**src/rtl/mem_pkg.sv**
```systemverilog
// Shared types and helpers for the MEM-stage store buffer.
// Word/byte widths and the store-buffer entry layout.
package mem_pkg;

    localparam int DM_AW  = 10;
    localparam int WORD_W = 32;
    localparam int EA_W   = DM_AW - 2;

    typedef struct packed {
        logic [EA_W-1:0]   addr;
        logic [WORD_W-1:0] data;
    } sb_entry_t;

    function automatic logic [WORD_W-1:0] byte_sel(
        input logic [WORD_W-1:0] word,
        input logic [1:0]        off
    );
        logic [7:0] b;
        unique case (off)
            2'd0: b = word[7:0];
            2'd1: b = word[15:8];
            2'd2: b = word[23:16];
            2'd3: b = word[31:24];
            default: b = word[7:0];
        endcase
        return {24'b0, b};
    endfunction

endpackage

```
**src/rtl/mem_store_buffer_sb_match.sv**
```systemverilog
// Youngest-match search over the store-buffer entries.
// Walks from head toward tail; the last live hit wins.
module sb_match
    import mem_pkg::*;
#(
    parameter int DEPTH = 4,
    parameter int PW    = $clog2(DEPTH)
) (
    input  logic [DEPTH-1:0]            i_valid,
    input  logic [DEPTH-1:0][EA_W-1:0]  i_addr,
    input  logic [PW-1:0]               i_head,
    input  logic [EA_W-1:0]             i_ld_addr,
    output logic                        o_hit,
    output logic [PW-1:0]               o_idx
);

    logic [PW-1:0] w_idx;

    // Scan oldest to youngest so the youngest live match overrides.
    always_comb begin
        o_hit = 1'b0;
        o_idx = '0;
        w_idx = '0;
        for (int k = 0; k < DEPTH; k++) begin
            w_idx = i_head + PW'(k);
            if (i_valid[w_idx] && (i_addr[w_idx] == i_ld_addr)) begin
                o_hit = 1'b1;
                o_idx = w_idx;
            end
        end
    end

endmodule

```
**src/rtl/mem_store_buffer.sv**
```systemverilog
// Posted-write store buffer between MEM stage and data memory.
// MEM_STORE_BUFFER_FWD_EN enables load forwarding; else hits drain first.
module mem_store_buffer
    import mem_pkg::*;
#(
    parameter int DEPTH = 4,
    parameter int AW    = DM_AW,
    parameter int CW    = $clog2(DEPTH + 1)
) (
    input  logic          clk,
    input  logic          rst,
    input  logic          st_valid,
    input  logic [31:0]   st_addr,
    input  logic [31:0]   st_data,
    output logic          st_ready,
    input  logic          ld_valid,
    input  logic [31:0]   ld_addr,
    input  logic          ld_lb,
    output logic          ld_stall,
    output logic          ld_fwd,
    output logic [31:0]   ld_fwd_data,
    output logic          dm_MemWr,
    output logic [31:0]   dm_Addr,
    output logic [31:0]   dm_Data_in,
    output logic          dm_lb_sel,
    output logic          empty,
    output logic [CW-1:0] count
);

    localparam int PW = $clog2(DEPTH);

    sb_entry_t     r_mem [DEPTH];
    logic [PW-1:0] r_head;
    logic [PW-1:0] r_tail;
    logic [CW-1:0] r_count;

    logic                       w_full;
    logic                       w_nempty;
    logic                       w_enq;
    logic                       w_drain;
    logic                       w_hit;
    logic [PW-1:0]              w_hit_idx;
    logic [DEPTH-1:0]           w_valid;
    logic [DEPTH-1:0][EA_W-1:0] w_addrs;
    logic [EA_W-1:0]            w_ld_wa;
    logic [EA_W-1:0]            w_st_wa;
    sb_entry_t                  w_head_e;
    logic                       w_unused_bits;

    assign w_full   = (r_count == CW'(DEPTH));
    assign w_nempty = (r_count != '0);
    assign w_enq    = st_valid & ~w_full;
    assign w_ld_wa  = EA_W'(ld_addr[AW-1:2]);
    assign w_st_wa  = EA_W'(st_addr[AW-1:2]);
    assign w_head_e = r_mem[r_head];

    // Byte offset bits of stores and high address bits never reach dm.
    assign w_unused_bits = ^{st_addr[31:AW], st_addr[1:0],
                             ld_addr[31:AW]};

    // Live mask: entries at offsets [0, count) from head are valid.
    always_comb begin
        w_valid = '0;
        for (int i = 0; i < DEPTH; i++) begin
            w_valid[i] = (CW'(PW'(i) - r_head) < r_count);
        end
    end

    for (genvar g = 0; g < DEPTH; g++) begin : g_addr
        assign w_addrs[g] = r_mem[g].addr;
    end

    sb_match #(
        .DEPTH (DEPTH),
        .PW    (PW)
    ) u_match (
        .i_valid   (w_valid),
        .i_addr    (w_addrs),
        .i_head    (r_head),
        .i_ld_addr (w_ld_wa),
        .o_hit     (w_hit),
        .o_idx     (w_hit_idx)
    );

`ifdef MEM_STORE_BUFFER_FWD_EN
    logic [WORD_W-1:0] w_hit_data;

    assign w_hit_data = r_mem[w_hit_idx].data;
    assign w_drain    = w_nempty & (~ld_valid | w_full);
    assign ld_stall   = ld_valid & (w_full | st_valid);
    assign ld_fwd     = ld_valid & w_hit & ~ld_stall;

    // Forwarded word, or its zero-extended byte for lb.
    always_comb begin
        ld_fwd_data = '0;
        if (ld_fwd) begin
            ld_fwd_data = ld_lb ? byte_sel(w_hit_data, ld_addr[1:0])
                                : w_hit_data;
        end
    end
`else
    logic w_unused_idx;

    assign w_unused_idx = ^w_hit_idx;
    assign w_drain      = w_nempty & (~ld_valid | w_full | w_hit);
    assign ld_stall     = ld_valid & (w_full | st_valid | w_hit);
    assign ld_fwd       = 1'b0;
    assign ld_fwd_data  = '0;
`endif

    assign st_ready   = ~w_full;
    assign empty      = ~w_nempty;
    assign count      = r_count;
    assign dm_MemWr   = w_drain;
    assign dm_Data_in = w_drain ? w_head_e.data : '0;
    assign dm_lb_sel  = ~w_drain & ld_valid & ld_lb;
    assign dm_Addr    = w_drain ? 32'({w_head_e.addr, 2'b00})
                                : 32'(ld_addr[AW-1:0]);

    // Pointer and occupancy update; enqueue and drain may coincide.
    always_ff @(posedge clk or negedge rst) begin
        if (!rst) begin
            r_head  <= '0;
            r_tail  <= '0;
            r_count <= '0;
        end else begin
            if (w_enq) begin
                r_tail <= r_tail + PW'(1);
            end
            if (w_drain) begin
                r_head <= r_head + PW'(1);
            end
            if (w_enq && !w_drain) begin
                r_count <= r_count + CW'(1);
            end else if (!w_enq && w_drain) begin
                r_count <= r_count - CW'(1);
            end
        end
    end

    // Entry storage; contents after reset are don't-care.
    always_ff @(posedge clk) begin
        if (w_enq) begin
            r_mem[r_tail] <= '{addr: w_st_wa, data: st_data};
        end
    end

endmodule

```
**config.mk**
```make
export PLATFORM = sky130hd
export DESIGN_NAME = mem_store_buffer
export DESIGN_NICKNAME = d
export VERILOG_FILES = /design/src/rtl/mem_pkg.sv /design/src/rtl/mem_store_buffer_sb_match.sv /design/src/rtl/mem_store_buffer.sv
export SDC_FILE = /design/constraint.sdc
export NUM_CORES = 1
export LEC_CHECK = 0
export ABC_AREA = 1
export CAP_MARGIN = 20
export CORE_ASPECT_RATIO = 1.75
export CORE_UTILIZATION = 35
export DETAILED_ROUTE_END_ITERATION = 10
export GPL_ROUTABILITY_DRIVEN = 0
export SLEW_MARGIN = 5
export SYNTH_ARGS = -nofsm -noshare
export SYNTH_HDL_FRONTEND = slang
export SYNTH_SLANG_ARGS = --single-unit
```
**constraint.sdc**
```tcl
create_clock -name clk -period 11.85 [get_ports clk]
set_input_delay 1.185 -clock clk [delete_from_list [all_inputs] [get_ports clk]]
set_output_delay 1.185 -clock clk [all_outputs]
set_load 0.005 [all_outputs]
```
Word-level counts from Yosys, hierarchy flattened
Memories as Yosys holds them, arrays and structs flattened.
Cells that the tools add are included.
- output and inout bits: 105
- bits of input ports: 101
- register bits after elaboration: 7
- logic and storage cells: 76
- bits in writable memories: 160
- memories: 1
- memory list (memory ; words ; width ; rd ports ; clocked after memory_dff ; write ports ; RTL line ; source):
    r_mem ; 4 ; 40 ; 5 ; 0 ; 1 ; mem_store_buffer.sv:32 ; sb_entry_t r_mem [DEPTH];
- reduce and logical (&&, ||, !) cells: 10
- $lt $le $gt $ge: 8
- add/subtract/negate cells: 10
- mux-type cells: 26
- equal/unequal tests: 5
- bitwise logic cells: 13
- operators by type and width (kind ; number):
    binary-select mux 8 bit (select 2 bit) ; 4
    == test 8 bit ; 4
    2-to-1 mux 32 bit ; 1
    2-to-1 mux 8 bit ; 4
    less-than comparator 2 x 3 -> 1 bit, second input constant ; 4
    less-than comparator 3 bit ; 4
    2-to-1 mux 1 bit ; 10
    2-to-1 mux 10 bit ; 1
    binary-select mux 1 bit (select 2 bit) ; 4
    logical AND 1 bit ; 6
    2-to-1 mux 3 bit ; 2
    subtractor 1 x 2 -> 3 bit, first input constant ; 2
    subtractor 2 x 2 -> 3 bit, first input constant ; 2
    bitwise AND 1 bit ; 5
    adder 2 x 1 -> 2 bit, second input constant ; 2
    adder 2 bit, second input constant ; 2
    inverter 1 bit ; 4
    bitwise OR 1 bit ; 4
    adder 3 x 1 -> 3 bit, second input constant ; 1
    == test 3 bit, second input constant ; 1
    nonzero test 3 bit ; 1
    subtractor 3 x 1 -> 3 bit, second input constant ; 1
    logical NOT 1 bit ; 2
    nonzero test 2 bit ; 1

Logic depth before layout (Yosys ltp)
Gate-level depths: netlist (run 1).
- depth in word-level cells: 14
- depth in mapped cells: 25
- mapped depth without buffers: 21

By module
From an unflattened synthesis (run 1), not the netlist that was laid out.
- cells, all modules: 1158
- area, all modules: 9549.2 µm²
- modules (own cells, without submodules) (module ; cells each ; area each (µm²) ; times used ; seq. area each (µm²)):
    mem_store_buffer ; 768 ; 7827.5 ; 1 ; 4979.8
    sb_match ; 390 ; 1721.7 ; 1 ; 0.0

Worst setup path before layout (run 1)
OpenSTA, ideal clock, no wires.
- kind: register to output
- start: register r_head[1]
- end: output dm_Data_in[10]
- data arrival time: 3.161 ns
- setup slack: 7.504 ns
- cell stages (with the launch flop): 21
- data required time: 10.665 ns
- buffers on the path: 5
- cell sequence: dfrtp_1 inv_1 clkbuf_1 buf_1 buf_1 ha_1 inv_2 buf_2 ha_1 nand3_1 nand3_1 o21ai_1 nand2_1 nand2_1 nand3_1 nand2_1 nor2_2 nand2_2 nand2_4 buf_2 nor2_1
- longest elaborated chain between the ends: 12
- elaborated cells on any way between the ends: 43
- those cells by class: add/sub (7); order compare (4); eq/ne (4); mux (21); bitwise (2); reduce/logical (4); memory (1)
- RTL lines (what ; RTL line ; source):
    start, declared ; mem_store_buffer.sv:33 ; logic [PW-1:0] r_head;
    start signal, assigned ; mem_store_buffer.sv:131 ; r_head <= r_head + PW'(1);
    subtractor 1 x 2 -> 3 bit or subtractor 2 x 2 -> 3 bit (tied branches) ; mem_store_buffer.sv:65 ; w_valid[i] = (CW'(PW'(i) - r_head) < r_count);
    less-than comparator 3 bit ; mem_store_buffer.sv:65 ;
    binary-select mux 1 bit (select 2 bit) ; mem_store_buffer_sb_match.sv:26 ; if (i_valid[w_idx] && (i_addr[w_idx] == i_ld_addr)) begin
    2-to-1 mux 1 bit (implied by the code) ; mem_store_buffer_sb_match.sv:26 ;
    logical AND 1 bit ; mem_store_buffer_sb_match.sv:26 ;
    2-to-1 mux 1 bit (4 in series) ; mem_store_buffer_sb_match.sv:26 ;
    bitwise OR 1 bit ; mem_store_buffer.sv:105 ; assign w_drain = w_nempty & (~ld_valid | w_full | w_hit);
    bitwise AND 1 bit ; mem_store_buffer.sv:105 ;
    2-to-1 mux 32 bit * ; mem_store_buffer.sv:115 ; assign dm_Data_in = w_drain ? w_head_e.data : '0;
    end, declared ; mem_store_buffer.sv:24 ; output logic [31:0] dm_Data_in,
Every way passes the cells marked *; elsewhere a longest branch is shown, timed or not. The select of a mux whose other input is x is not followed.

Worst setup path after layout (run 1)
- start: register r_head[0]
- end: output dm_lb_sel
- longest elaborated chain between the ends: 14
- elaborated cells on any way between the ends: 44
- those cells by class: add/sub (7); order compare (4); eq/ne (4); mux (20); bitwise (5); reduce/logical (4)
- RTL lines (what ; RTL line ; source):
    subtractor 1 x 2 -> 3 bit or subtractor 2 x 2 -> 3 bit (tied branches) ; mem_store_buffer.sv:65 ;
    less-than comparator 3 bit ; mem_store_buffer.sv:65 ;
    binary-select mux 1 bit (select 2 bit) ; mem_store_buffer_sb_match.sv:26 ;
    2-to-1 mux 1 bit (implied by the code) ; mem_store_buffer_sb_match.sv:26 ;
    logical AND 1 bit ; mem_store_buffer_sb_match.sv:26 ;
    2-to-1 mux 1 bit (3 in series) ; mem_store_buffer_sb_match.sv:26 ;
    2-to-1 mux 1 bit * ; mem_store_buffer_sb_match.sv:26 ;
    bitwise OR 1 bit * ; mem_store_buffer.sv:105 ;
    bitwise AND 1 bit * ; mem_store_buffer.sv:105 ;
    inverter 1 bit * ; mem_store_buffer.sv:116 ; assign dm_lb_sel = ~w_drain & ld_valid & ld_lb;
    bitwise AND 1 bit * (2 in series) ; mem_store_buffer.sv:116 ;
    end, declared ; mem_store_buffer.sv:25 ; output logic dm_lb_sel,
Marks and branches as above.

==> impl_summary.md, run 1 <==
Status
The flow ran to the end, but the final reports show violations. The checks that failed: design-rule violations.

Placed design
The total instance count after detailed placement is between 1,000 and 1,500. Input and output buffers added on the ports amount to between 100 and 150. The HPWL after detailed placement is 12.9 mm.

Setup path
The data arrival time of the worst path is ~6.0 ns. The delay of the slowest cell on the worst path is between 0.9 and 1 ns. The signal on the critical path passes through inv_2, ha_1, inv_2, ha_1, nand3_1, nand3_1, o21ai_1, nand2_1, nand2_1, nand3_1, nand2_1, nor2_2, nand2_2, nand2_4, inv_1, nor2_1, clkdlybuf4s50_1. The worst setup path is launched from a flip-flop. The worst register-to-register path ends at count[2]. The number of cells on the worst reg-to-reg path is 20.

The endpoint of the most critical setup path is dm_lb_sel. For flop-to-flop paths, the worst setup slack is about 6 ns. Of all nets on the critical path, the largest fanout is 58. The nature of the critical path endpoint is an output port. Data on the critical path is required at its endpoint by around 11 ns.

The worst register-to-register path begins at r_head[0]. The category of the most critical setup path is reg -> out. The slowest cell on the critical path is sky130_fd_sc_hd__ha_1. The most critical setup path has its startpoint at r_head[0].

CTS
The maximum level of the CTS H-tree is 4. Clock tree synthesis selected as its root buffer the cell sky130_fd_sc_hd__clkbuf_16. TritonCTS built the clock tree. The tree built by TritonCTS fans out to 167 sinks. In this run the post-CTS setup repair buffer count came out at 0. After clock tree synthesis, the repair step resized 0 gates.

The clock-pin transition on the worst setup and hold timing paths is 0.06 ns. The total of hold buffers inserted after clock tree synthesis is 0. The maximum clock path buffer count is 2. Buffers inserted during clock tree synthesis total 17.

At the later pin of the worst-skew pair, clock insertion delay measures about 0.43 ns.

Synthesis
The register area share after synthesis is 58.7%. Counting flops with an async set or reset pin after synthesis yields a share of 4.19%. Yosys printed 0 warnings.

The cell count after synthesis is slightly below 900. By area the synthesized netlist is led by sky130_fd_sc_hd__edfxtp_1, sky130_fd_sc_hd__nand2_1, sky130_fd_sc_hd__nand3_1. The number of storage elements in the synthesis netlist is roughly 170. The portion of synthesized cell area occupied by the leading cell type is 56.6%. The mean instance size in the synthesized netlist is ~9.6 sq um. After synthesis, the netlist uses 27 different library cells.

The cell area after synthesis is between 8000 and 9000 sq um. Among all flip-flop cells after synthesis, the most frequent one is sky130_fd_sc_hd__edfxtp_1. sky130_fd_sc_hd__edfxtp_1 takes more of the synthesized area than any other cell. Yosys mapped a number of flops with a built-in enable equal to 160.

STA
Of the available clock period, the critical path in the final layout requires 60.2%. Measured against its own limit, the worst slew margin works out to a little over a third. The pin slew with the least headroom to its limit is approximately 0.97 ns. Setup total negative slack on the finished layout was measured at 0 ns. The count of endpoints failing hold in the final timing report is 0.

The setup clock skew after layout is approximately 0.0079 ns. For this run, the top clock speed supported by timing is roughly 140 MHz. The max-slew violation count is 0. The minimum clock period after layout is approximately 7 ns. Hold is met by between 0.5 and 0.6 ns. Setup repair after global routing left no endpoint under its margin.

Setup violations remaining at the end of the flow were counted as 0.

Global routing
The pin count of the biggest net entering global routing is 84. The initial antenna violation count was 0. Global routing finished with a remaining overflow of 0.

The global routing usage summed across all routing layers is 16.6%. The first global-routing pass estimated 31.4 mm of wire. The via count of the first global-routing pass is 6,091.

Floorplanning
The initial utilization of the core area, before any placement, comes to roughly 35%. The die span in x is about 120 um. The top-level port count is between 200 and 250. The die is around 210 um tall.

The full die area is around 25,000 sq um. The initialized floorplan defines 75 standard-cell rows. The core footprint is ~24,000 sq um.

Power
For this design the static power due to leakage is just over 4 nW. Power spread over the standard cell area amounts to between 200 and 300 nW/um^2. IR analysis of the VDD net gives a maximum drop of roughly 0.14 mV.

Route
After detailed routing, the total wire length is between 15 and 20 mm. The routed layout has approximately 6,300 vias. The average via count per standard cell is around 5. The violation count after the first detailed-routing iteration is approximately 320. In this run the remaining antenna-violating nets after routing total 0. The average wire length per cell after detail routing is 15.5 um.

The number of remaining DRC errors is 2. The number of search-and-repair iterations in the first detailed-routing pass is 8.

Flow run
The count of max-cap constraint violations is 0.

Cells and area
0 antenna diodes ended up in the layout. For this run, the number of standard cells in the final layout without fillers is between 1,000 and 1,500. The final layout contains between 1,000 and 1,500 nets.

The fraction of the core area covered by cells at the end of the flow is roughly 43%. The share of post-route cells with drive strength above 1 is 5.10%. In the layout the commonest cells are sky130_fd_sc_hd__nand2_1, sky130_fd_sc_hd__edfxtp_1, sky130_fd_sc_hd__nand3_1, sky130_fd_sc_hd__clkdlybuf4s50_1, sky130_fd_sc_hd__conb_1. The area growth from synthesis to final layout is 19.9%. The leading cell type in the layout, fill and taps excluded is sky130_fd_sc_hd__nand2_1.

Worst hold path
The type of the worst min-delay path is reg -> reg.
## synthesized netlist by cell type, types with 3 or more instances
| master | n |
|---|---|
| sky130_fd_sc_hd__nand3_1 | 122 |
| sky130_fd_sc_hd__edfxtp_1 | 160 |
| sky130_fd_sc_hd__nand2_1 | 301 |
| sky130_fd_sc_hd__inv_1 | 39 |
| sky130_fd_sc_hd__buf_1 | 7 |
| sky130_fd_sc_hd__a21oi_1 | 37 |
| sky130_fd_sc_hd__clkbuf_1 | 16 |
| sky130_fd_sc_hd__buf_2 | 14 |
| sky130_fd_sc_hd__buf_4 | 59 |
| sky130_fd_sc_hd__dfrtp_1 | 7 |
| sky130_fd_sc_hd__inv_2 | 3 |
| sky130_fd_sc_hd__nor2_1 | 53 |
| sky130_fd_sc_hd__a32o_1 | 32 |
| sky130_fd_sc_hd__ha_1 | 14 |
## layout make-up
class	count	area, sq um
Sequential cell	167	4980
Clock buffer	17	425
Fill cell	2359	13700
Tap cell	308	385
Multi-Input combinational cell	629	2970
Inverter	42	158
Clock inverter	15	161
Timing Repair Buffer	111	1090
## cells by family (layout without fill, tap and decap cells)
| group | after synthesis | count (layout) | share of synthesized area, % |
|---|---|---|---|
| and+or+nand+nor | 482 | 482 | 23.4 |
| DFF | 167 | 167 | 58.7 |
| buffers and inverters | 139 | 185 | 9.05 |
| AOI/OAI and AO/OA | 74 | 74 | 6.26 |
| adders and majority gates | 15 | 15 | 2.30 |
| xor gates and xnor gates | 3 | 3 | 0.310 |
| other | 1 | 55 | 0.0442 |
## power by group
| group | total (mW) | switching [mW] | internal (mW) |
|---|---|---|---|
| Sequential | 0.863 | 0.0815 | 0.781 |
| Combinational | 1.29 | 0.773 | 0.517 |
| Clock | 0.544 | 0.245 | 0.299 |
| Total | 2.70 | 1.10 | 1.60 |
## metal layers
layer,vias to the layer above,global-route usage [%],share of wire (%)
met5,-,0,0
met4,0,7.16,2.3
met3,27,3.07,3.0
met2,166,32.4,56
met1,3016,16.8,39
li1,3095,-,-
## flip-flops by register name, indices dropped and copies added, names as in the netlist
signal	flops
count	3
r_head	2
r_mem	160
r_tail	2
## metrics by stage
stage / setup slack, ns / power [mW] / area (sq um)
floorplan: 7.50 / 1.72 / 8690
global placement: 5.08 / 2.17 / 9590
detailed placement: 4.94 / 2.19 / 9590
CTS: 4.50 / 2.74 / 10200
global route: 4.15 / 2.92 / 10200
finish: 4.71 / 2.70 / 10200
## worst min path at each step
stage              start   endpoint  depth (start not counted)  slack (ns)
2_1_floorplan  r_tail[0]  r_tail[0]                          1        0.49
3_3_place_gp   r_tail[0]  r_tail[0]                          1        0.53
3_5_place_dp   r_tail[0]  r_tail[0]                          1        0.54
4_1_cts        r_tail[0]  r_tail[0]                          1        0.55
5_1_grt        r_tail[0]  r_tail[0]                          1        0.58
6_report       r_tail[0]  r_tail[0]                          1        0.54
## worst max-delay path, delay by kind of cell, from the launching register on
family | cells | cell delay (ns)
buffers and inverters | 4 | 1.56
flip-flops | 1 | 0.82
AO/OA/AOI/OAI | 1 | 0.10
AND/OR/NAND/NOR | 10 | 1.64
adder cells (fa/ha/maj) | 2 | 1.38
Note: power is estimated with default switching activity, not from simulation.
==> run 2, diff against run 1 <==
==> constraint.sdc (replaced) <==
create_clock -name clk -period 6.8 [get_ports clk]
set_input_delay 0.68 -clock clk [delete_from_list [all_inputs] [get_ports clk]]
set_output_delay 0.68 -clock clk [all_outputs]
set_load 0.005 [all_outputs]
==> run 2 against run 1 <==
The flow now finishes without violations. Via count shrank 1.1%. Sequential power rose by 68%. Clock skew increased by 0.0015 ns. Core utilization is 0.18 points lower. Sequential share of layout area up 0.21 points. Setup slack got worse by 3.6 ns. Wire length is 2.0% lower. Largest power group unchanged.
==> impl_summary.md, run 2 (synthesis results as in run 1) <==
Floorplanning
The initialized floorplan defines 75 standard-cell rows. The top-level port count is about 210. In this run the standard cell core region covers around 24,000 sq um. The full die area is approximately 25,000 sq um. The die span in x is between 100 and 150 um. The die height is about 210 um. The starting density of the core is roughly 35%.

Status
The run finished with clean final reports.

Placed design
After detailed placement, the design holds a cell count of around 1,300. The placed instances occupy a cell area of roughly 9600 sq um. The wire-length estimate of the detail-placed layout is roughly 12 mm. The count of port buffers added during placement is 104.

CTS
The maximum level of the CTS H-tree is 4. The total clock sinks is about 170. In this run, CTS created clock tree buffers numbering 17. The CTS tree is built. The post-CTS repair timing setup buffer count is 0. After clock tree synthesis, the clock-pin slew on the worst setup and hold paths is approximately 0.06 ns.

The maximum clock path buffer count is 2. Post-CTS repair changed the size of 0 cells. Buffers inserted to repair hold after CTS numbered 0.

The buffer type at the clock tree root is sky130_fd_sc_hd__clkbuf_16. The later pin in the worst-skew pair is clocked with a latency of between 0.4 and 0.5 ns.

STA
On the final layout, the worst clock skew is approximately 0.0095 ns. Setup violations remaining at the end of the flow were counted as 0. Timing would allow up to around 180 MHz. The count of endpoints failing hold in the final timing report is 0. The final critical path takes up between 80% and 90% of the cycle. The summed negative setup slack over all endpoints is 0 ns. Setup repair after global routing left no endpoint under its margin. Measured against its own limit, the worst slew margin works out to a little over a quarter. The max-slew violation count is 0. The minimum clock period after layout is 5.66 ns. The pin slew with the least headroom to its limit is roughly 1.1 ns.

Route
The number of search-and-repair iterations in the first detailed-routing pass is 7. The post-detailed-route count of antenna-violating nets is 0. Across all layers, the routed design uses between 6,000 and 7,000 vias. The violation count after the first detailed-routing iteration is 321. In the final routed layout, each cell accounts on average for approximately 15 um. For this run, design rule violations remaining after detail routing come to 0. The average via count per standard cell is roughly 4.8. The routed wire length is between 15 and 20 mm.

Global routing
The pin count of the biggest net entering global routing is roughly 100. The global routing usage summed across all routing layers is about 16%. The via count of the first global-routing pass is a little under 6,000. The aggregate global routing overflow is 0. The first global-routing pass estimated a little over 30 mm of wire.

The initial antenna violation count is 0.

Cells and area
With fillers left out, the area of the finished cells amounts to 10,100 sq um. At the end of the flow, the number of nets in the layout was approximately 1,100. The flip-flop count of the largest register, all copies and words added is 160.

After the flow finishes, the layout carries non-filler instances totaling ~1,300. The library cell used most frequently in the layout, excluding fill and tap cells, is sky130_fd_sc_hd__nand2_1. The top register by number of flip-flops is r_mem. Compared with the post-synthesis result, the final layout area differs by 19.4%. The fraction of the core area covered by cells at the end of the flow is a little over two fifths. The top cell types in the final layout, fill and taps aside, are sky130_fd_sc_hd__nand2_1, sky130_fd_sc_hd__edfxtp_1, sky130_fd_sc_hd__nand3_1, sky130_fd_sc_hd__clkdlybuf4s50_1, sky130_fd_sc_hd__conb_1.

The share of post-route cells with drive strength above 1 is 5.09%.

Setup path
Of all nets on the critical path, the largest fanout is 44. STA puts the critical path data arrival time at about 5 ns. The slowest cell on the critical path is sky130_fd_sc_hd__dfrtp_1. The startpoint type of the worst setup path is a flip-flop. The critical path goes through inv_2, ha_1, buf_4, inv_2, ha_1, nand3_1, nand3_1, o21ai_1, nand2_1, nand2_1, nand3_1, nand2_1, nor2_2, nand2_2, nand2_4, inv_1, nor2_1, clkdlybuf4s50_1.

The worst setup path is captured at an output port. The data required time of the critical path is just over 6 ns. The delay of the slowest cell on the worst path is 0.93 ns.

The category of the most critical setup path is reg -> out.

Power
The reported net switching power is between 1.5 and 2 mW. The internal portion of the total power is between 2 and 3 mW. The analysis attributes to cell leakage a power of approximately 4.1 nW. The maximum VDD drop is approximately 0.21 mV.

The sequential share of power is between 30% and 40%. The total power density per cell area is 454 nW/um^2. Total power for the finished layout comes to approximately 4.6 mW.

The combinational cell fraction of total power is between 40 and 50%. The share of total power dissipated in the clock network is 18.7%. The switching share of power is between 40 and 50%.

Worst hold path
The type of the worst min-delay path is in -> async.

Flow run
The count of max-cap constraint violations is 0.
==> run 2: changes by cell type in the layout (fill, tap and decap cells not counted), moves of 2 or more <==
cell	before	now
sky130_fd_sc_hd__inv_6	7	2
sky130_fd_sc_hd__clkinv_4	1	3
sky130_fd_sc_hd__clkinvlp_4	1	4
sky130_fd_sc_hd__inv_8	3	1
sky130_fd_sc_hd__clkinv_2	0	3
==> run 2: final cells by class <==
class | count | area (sq um)
antenna | 1 | 2.50
clock buffer | 18 | 429
clock inverter | 14 | 104
fill | 2342 | 13800
inverter | 42 | 158
multi-input combinational | 629 | 2970
sequential | 167 | 4980
tap | 308 | 385
timing repair buffer | 112 | 1100
==> run 2: layer usage <==
metal,up-vias,wire [um],track usage [%]
li1,3088,-,-
met1,2944,7350,16.2
met2,179,11200,31.6
met3,21,664,2.47
met4,0,364,7.16
met5,-,0,0
==> run 2: through the flow <==
stage,worst slack (ns),hold slack [ns]
2_1_floorplan,2.75,0.384
3_3_place_gp,1.51,0.523
3_5_place_dp,1.43,0.525
4_1_cts,0.959,0.513
5_1_grt,0.696,0.519
6_report,1.14,0.520
==> run 2: power by group through the flow <==
stage               sequential, mW  combinational, mW  clock, mW
floorplan                     1.45               1.54          0
global placement              1.47               2.31          0
detailed placement            1.47               2.33          0
CTS                           1.45               2.34      0.885
global route                  1.47               2.59      0.929
finish                        1.45               2.29      0.861
==> run 2: worst paths after layout <==
kind | cells after the start | slack, ns | end | from
worst max register to register | 21 | 1.86 | count[2] | r_head[1]
min in group clk | 1 | 0.53 | r_tail[0] | r_tail[0]
worst min-delay path | 1 | 0.52 | count[2] | rst
worst min register to register | 1 | 0.53 | r_tail[0] | r_tail[0]
worst max-delay path | 18 | 1.14 | dm_lb_sel | r_head[1]
max in group asynchronous | 1 | 6.00 | r_head[0] | rst
==> run 2: critical path, delay by kind of cell, from the launching register on <==
family | cells | cell delay [ns]
DFF | 1 | 0.93
AOI/OAI and AO/OA | 1 | 0.09
adders and majority gates | 2 | 0.64
buffers and inverters | 5 | 1.27
and+or+nand+nor | 10 | 1.60
